--- config.mk ---
export PLATFORM = sky130hd
export DESIGN_NAME = mat_stream_framer_flat
export DESIGN_NICKNAME = d
export VERILOG_FILES = /design/src/rtl/mat_stream_framer_if.sv /design/src/rtl/mat_stream_framer.sv /design/src/flat_wrapper.sv
export SDC_FILE = /design/constraint.sdc
export NUM_CORES = 1
export LEC_CHECK = 0
export ABC_AREA = 1
export BUFFER_PORTS_ARGS = -buffer_cell sky130_fd_sc_hd__buf_4
export CAP_MARGIN = 20
export CORE_MARGIN = 1.5
export CORE_UTILIZATION = 30
export DETAILED_ROUTE_END_ITERATION = 8
export PLACE_DENSITY_LB_ADDON = 0.25
export SYNTH_ARGS = -nofsm -noshare
export SYNTH_HDL_FRONTEND = slang
export SYNTH_SLANG_ARGS = --single-unit
--- constraint.sdc ---
create_clock -name s00_axi_aclk -period 4.6 [get_ports s00_axi_aclk]
set_input_delay 0.23 -clock s00_axi_aclk [delete_from_list [all_inputs] [get_ports s00_axi_aclk]]
set_output_delay 0.23 -clock s00_axi_aclk [all_outputs]
set_load 0.01 [all_outputs]
--- src/rtl/mat_stream_framer_if.sv ---
// AXI-Stream style bundle used by the matrix stream framer on both its raw
// input side and its framed output side.
interface mat_stream_framer_if #(
    parameter int DATA_WIDTH = 32
);
    logic                  tvalid;
    logic                  tready;
    logic [DATA_WIDTH-1:0] tdata;
    logic                  tlast;

    modport master (output tvalid, output tdata, output tlast, input tready);
    modport slave  (input tvalid, input tdata, input tlast, output tready);
endinterface

--- src/rtl/mat_stream_framer.sv ---
// Frames a raw DMA stream into matrix A then matrix B for the multiplier, then waits for the result.
// Optional input-tlast consistency checking is enabled with `define MAT_FRAMER_TLAST_CHECK_EN.
module mat_stream_framer #(
    parameter int DIM_LOG    = 6,
    parameter int DATA_WIDTH = 32
) (
    input  logic                       s00_axi_aclk,
    input  logic                       s00_axi_areset,
    mat_stream_framer_if.slave         s00_axis,
    mat_stream_framer_if.master        m00_axis,
    output logic                       sel,
    output logic                       start,
    input  logic                       res_tvalid,
    input  logic                       res_tready,
    input  logic                       res_tlast,
    output logic                       busy,
    output logic                       err_tlast,
    output logic [7:0]                 err_cnt
);
    localparam int SIZE_LOG = 2 * DIM_LOG;
    localparam logic [SIZE_LOG-1:0] LAST_IDX = '1;

    typedef enum logic [1:0] {LOAD_A, LOAD_B, START, WAIT_RES} state_t;

    state_t                state;
    logic                  in_rdy_q;
    logic [1:0]            occ;
    logic [SIZE_LOG-1:0]   word_cnt;
    logic [DATA_WIDTH-1:0] buf_data_p0;
    logic [DATA_WIDTH-1:0] buf_data_p1;
    logic                  loading;
    logic                  in_hs;
    logic                  out_hs;
    logic                  last_word;

    // in_rdy_q keeps the input closed while reset is held and opens it on the first edge after.
    assign loading         = (state == LOAD_A) || (state == LOAD_B);
    assign s00_axis.tready = in_rdy_q && loading && (occ != 2'd2);
    assign m00_axis.tvalid = loading && (occ != 2'd0);
    assign m00_axis.tdata  = buf_data_p0;
    assign last_word       = (word_cnt == LAST_IDX);
    assign m00_axis.tlast  = m00_axis.tvalid && last_word;
    assign in_hs           = s00_axis.tvalid && s00_axis.tready;
    assign out_hs          = m00_axis.tvalid && m00_axis.tready;

    always_ff @(posedge s00_axi_aclk or posedge s00_axi_areset) begin
        if (s00_axi_areset) begin
            state    <= LOAD_A;
            in_rdy_q <= 1'b0;
            occ      <= 2'd0;
            word_cnt <= '0;
            sel      <= 1'b0;
            start    <= 1'b0;
            busy     <= 1'b0;
        end else begin
            in_rdy_q <= 1'b1;
            start    <= 1'b0;
            if (in_hs && !out_hs)
                occ <= occ + 2'd1;
            else if (!in_hs && out_hs)
                occ <= occ - 2'd1;
            if (out_hs)
                word_cnt <= word_cnt + 1'b1;
            case (state)
                LOAD_A: if (out_hs && last_word) begin
                    state <= LOAD_B;
                    sel   <= 1'b1;
                    busy  <= 1'b1;
                end
                LOAD_B: if (out_hs && last_word) begin
                    state <= START;
                    start <= 1'b1;
                end
                START: state <= WAIT_RES;
                WAIT_RES: if (res_tvalid && res_tready && res_tlast) begin
                    state <= LOAD_A;
                    sel   <= 1'b0;
                    busy  <= 1'b0;
                end
                default: state <= LOAD_A;
            endcase
        end
    end

    // Skid storage: p0 is always the head word; p1 only fills when the head is stalled.
    always_ff @(posedge s00_axi_aclk) begin
        if (out_hs)
            buf_data_p0 <= in_hs ? s00_axis.tdata : buf_data_p1;
        else if (in_hs && occ == 2'd0)
            buf_data_p0 <= s00_axis.tdata;
        if (in_hs && !out_hs && occ == 2'd1)
            buf_data_p1 <= s00_axis.tdata;
    end

`ifdef MAT_FRAMER_TLAST_CHECK_EN
    logic buf_last_p0;
    logic buf_last_p1;
    logic mismatch;

    function automatic logic [7:0] sat_inc8(input logic [7:0] v);
        return (v == 8'hFF) ? v : v + 8'd1;
    endfunction

    always_ff @(posedge s00_axi_aclk) begin
        if (out_hs)
            buf_last_p0 <= in_hs ? s00_axis.tlast : buf_last_p1;
        else if (in_hs && occ == 2'd0)
            buf_last_p0 <= s00_axis.tlast;
        if (in_hs && !out_hs && occ == 2'd1)
            buf_last_p1 <= s00_axis.tlast;
    end

    // Checked against the framing counter as each word leaves; the counter never resyncs.
    assign mismatch = out_hs && (buf_last_p0 != last_word);

    always_ff @(posedge s00_axi_aclk or posedge s00_axi_areset) begin
        if (s00_axi_areset) begin
            err_tlast <= 1'b0;
            err_cnt   <= 8'd0;
        end else if (mismatch) begin
            err_tlast <= 1'b1;
            err_cnt   <= sat_inc8(err_cnt);
        end
    end
`else
    logic unused_in_tlast;
    assign unused_in_tlast = s00_axis.tlast;
    assign err_tlast       = 1'b0;
    assign err_cnt         = 8'd0;
`endif
endmodule

--- src/flat_wrapper.sv ---
// flat-port wrapper written by rule: the top's interface ports become plain ports
module mat_stream_framer_flat 
#(
    parameter int DIM_LOG    = 6,
    parameter int DATA_WIDTH = 32
)
  (s00_axi_aclk, s00_axi_areset, sel, start, res_tvalid, res_tready, res_tlast, busy, err_tlast, err_cnt, s00_axis_tvalid, s00_axis_tdata, s00_axis_tlast, s00_axis_tready, m00_axis_tvalid, m00_axis_tdata, m00_axis_tlast, m00_axis_tready);
  mat_stream_framer_if #(.DATA_WIDTH(DATA_WIDTH)) s00_axis_i ();
  mat_stream_framer_if #(.DATA_WIDTH(DATA_WIDTH)) m00_axis_i ();
  input  logic s00_axi_aclk;
  input  logic s00_axi_areset;
  output logic sel;
  output logic start;
  input  logic res_tvalid;
  input  logic res_tready;
  input  logic res_tlast;
  output logic busy;
  output logic err_tlast;
  output logic [7:0] err_cnt;
  input wire logic [$bits(s00_axis_i.tvalid)-1:0] s00_axis_tvalid;
  input wire logic [$bits(s00_axis_i.tdata)-1:0] s00_axis_tdata;
  input wire logic [$bits(s00_axis_i.tlast)-1:0] s00_axis_tlast;
  output wire logic [$bits(s00_axis_i.tready)-1:0] s00_axis_tready;
  output wire logic [$bits(m00_axis_i.tvalid)-1:0] m00_axis_tvalid;
  output wire logic [$bits(m00_axis_i.tdata)-1:0] m00_axis_tdata;
  output wire logic [$bits(m00_axis_i.tlast)-1:0] m00_axis_tlast;
  input wire logic [$bits(m00_axis_i.tready)-1:0] m00_axis_tready;
  assign s00_axis_i.tvalid = s00_axis_tvalid;
  assign s00_axis_i.tdata = s00_axis_tdata;
  assign s00_axis_i.tlast = s00_axis_tlast;
  assign s00_axis_tready = s00_axis_i.tready;
  assign m00_axis_tvalid = m00_axis_i.tvalid;
  assign m00_axis_tdata = m00_axis_i.tdata;
  assign m00_axis_tlast = m00_axis_i.tlast;
  assign m00_axis_i.tready = m00_axis_tready;
  mat_stream_framer #(.DIM_LOG(DIM_LOG), .DATA_WIDTH(DATA_WIDTH)) u_core (.s00_axi_aclk(s00_axi_aclk), .s00_axi_areset(s00_axi_areset), .s00_axis(s00_axis_i), .m00_axis(m00_axis_i), .sel(sel), .start(start), .res_tvalid(res_tvalid), .res_tready(res_tready), .res_tlast(res_tlast), .busy(busy), .err_tlast(err_tlast), .err_cnt(err_cnt));
endmodule
==> results.md <==
* Status: complete, no violations
* Antenna Violating Nets Remaining at 0
* WL/cell at around 13 um
* GR Util All Layers at a little under an eighth
* Area Overhead vs Synth at 26.3%
* CTS tree: done
* CP Class: reg2reg
* Register area share after synthesis at between 60% and 70%
* Leading area contributor after synthesis: edfxtp_1
* Top cells by count, synth: 112 x nand2_1, 64 x edfxtp_1, 43 x nand3_1
* DR iter-0 viols at roughly 130
* Main synth FF type: edfxtp_1
* Total setup buffers inserted after CTS at 0
* Met1 Use GR at about 14%
* Register area at 2400 um2
* Slew @ Worst Pin at between 0.8 and 0.9 ns
* Hold-fix buffers at CTS at 0
* Mean post-synth cell area at 11.1 um2
* Layout Utilization at 38.6%
* I/O pin total at 87
* Met2 Resource Use GR at 18.3%
* Residual DRC count at 0
* Area of the multi-input gates at 1050 um2
* Max Root-Sink Buffers at 2
* Port bufs at 76
* Hold Crit Class: in2async
* Reg2reg setup slack at 2.06 ns
* Cell Pwr Density at between 500 and 600 nW/um2
* Most frequent cell after synthesis: nand2_1
* Max Freq at 394 MHz
* Pre-antenna DRT Iters at 4
* Endpoints failing setup at 0
* CTS root buf: clkbuf_16
* Max Cap Viol at 0
* Reg2reg start: u_core.state[0]
* Vias in the first global route at between 2k and 2.5k
* Clk_skew at 0.00514 ns
* Filler cells at roughly 1.2k
* Fin crit share at ~55%
* Ys async rst share at approximately 23%
* H-tree Lvls at 3
* Final hold vios at 0
* Synth top area share at 52.5%
* Mapped Area at around 3700 um2
* Vias per cell at 4.27
* Synth Instances at between 300 and 400
* Global placer's final weighted congestion at roughly 0.76
* Drt total wl at approximately 7000 um
* Grt met3 use at 3.13%
* Hold Slack at 0.0231 ns
* Max-slew headroom at a little under half
* Layout Cells excl Fill at roughly 560
* Register clock-pin slew on the reported worst setup and hold paths at approximately 0.06 ns
* Initial antenna violation count at 0
* Critical path data arrival time at 2.62 ns
* Clock sink count at 83
* Top area cells in the synthesized netlist: edfxtp_1 53%, dfrtp_1 13%, nand2_1 11%, nand3_1 5.9%, ha_1 3.4%
* Rows at 40
* Worst reg2reg endpoint: u_core.m00_axis.tdata[30]
* Distinct cells, synth at 24
* Initial Util at a little under a third
* RSZ-0062 raised after global routing: no
* Overflow after GRT at 0
* Antenna Cells at 0
* Post-CTS sizing at 0
* GRT busiest layer: met2
* Final HPWL DP at roughly 4600 um
* Startpoint types: register
* Number of enable flip-flop cells after synthesis at 64
* DR vias at about 2.4k
* TritonCTS Buffers at 9
* Synth Register Bits at 83
* Pin count of the biggest net entering global routing at 34
* Die area at around 13000 um2
* Die width at 113 um
* Insertion delay to the later sink of the worst-skew pair at ~0.33 ns
* Chip height at between 100 and 150 um
* Nature of the critical path endpoint: register
* Placed cells at between 500 and 600
* Wire length of the first global-routing pass at 11200 um
* Tmin final at ~2.5 ns
* Layout Nets at roughly 460
* Slew Viols, Final at 0
* Layout cells sized above 1 at around a quarter
* Worst-path maximum fanout at 33
* Final setup TNS at 0 ns
* Lkg Pwr at between 2 and 2.5 nW
* Core Region at roughly 12000 um2
* Data required, critical path at ~4.7 ns
* Max IR drop VDD at 0.178 mV
* Worst Reg-to-Reg Cells at 10
* Yosys warns at 0
final cells by class:
type / instances / area share (%)
Clock buffer: 13 / 5.85
Multi-Input combinational cell: 209 / 22.7
Inverter: 24 / 1.95
Tap cell: 147 / 3.98
Sequential cell: 83 / 51.9
Timing Repair Buffer: 78 / 12.7
Clock inverter: 3 / 0.975
routing by layer:
metal  part of all wire (%)  vias to the layer above  wire length [um]
met1                     47                     1090              3300
met3                    5.2                       10               368
li1                       -                     1211                 -
met2                     46                       65              3250
met4                    1.6                        0               109
met5                      0                        -                 0
critical path, stage by stage, from the launching register on:
cell	delay, ns
dfrtp_1	0.40
inv_1	0.10
ha_1	0.27
nor2_4	0.17
inv_1	0.09
nand3_2	0.10
nor2_4	0.05
inv_2	0.47
nand2_4	0.39
nand2_1	0.15
nand2_1	0.06
stage by stage:
stage                     total power (W)  worst slack [ns]  instance area (um2)
after floorplan                   0.00149              2.20                 3690
after global placement            0.00172              2.06                 4310
after detailed placement          0.00173              2.02                 4310
after CTS                         0.00249              1.99                 4620
after global routing              0.00260              1.78                 4620
final                             0.00245              2.06                 4620
sequential cells by signal, summed over array words and instances (netlist names):
register	flops
u_core.word_cnt	12
u_core.occ	2
u_core.start	1
u_core.buf_data_p1	32
u_core.state	2
u_core.sel	1
u_core.m00_axis.tdata	32
u_core.in_rdy_q	1
cell families after synthesis:
kind of cell	Yosys count	share of synthesized area [%]
flops	83	65.5
other cells	2	0.205
compound gates	1	0.205
simple gates	179	21.8
xor+xnor	9	2.15
buf+inv	45	6.70
fa+ha+maj	10	3.42
worst max path at each step:
stage	end	start	slack [ns]
floorplan	u_core.buf_data_p1[0]	u_core.state[0]	2.20
global placement	u_core.m00_axis.tdata[31]	u_core.state[0]	2.06
detailed placement	u_core.m00_axis.tdata[1]	u_core.state[0]	2.02
CTS	u_core.m00_axis.tdata[1]	u_core.state[0]	1.99
global route	u_core.m00_axis.tdata[10]	u_core.state[0]	1.78
finish	u_core.m00_axis.tdata[30]	u_core.state[0]	2.06
placed cells by master (no fill, tap or decap), types with 4 or more instances in the layout:
master | netlist | layout
edfxtp_1 | 64 | 64
nor2_1 | 10 | 10
xor2_1 | 6 | 6
conb_1 | 2 | 10
inv_1 | 23 | 23
dfrtp_1 | 19 | 19
nand3_1 | 43 | 43
ha_1 | 10 | 10
clkbuf_16 | 0 | 9
buf_4 | 10 | 78
nor2_4 | 4 | 4
nand2_1 | 112 | 111
report_power, final:
group          leakage (nW)  internal [W]  total (W)  switching [W]
Clock                 0.148      0.000465   0.000748       0.000282
Sequential            0.848       0.00101    0.00107      0.0000598
Combinational          1.08      0.000249   0.000628       0.000379
Note: power is estimated with default switching activity, not from simulation.
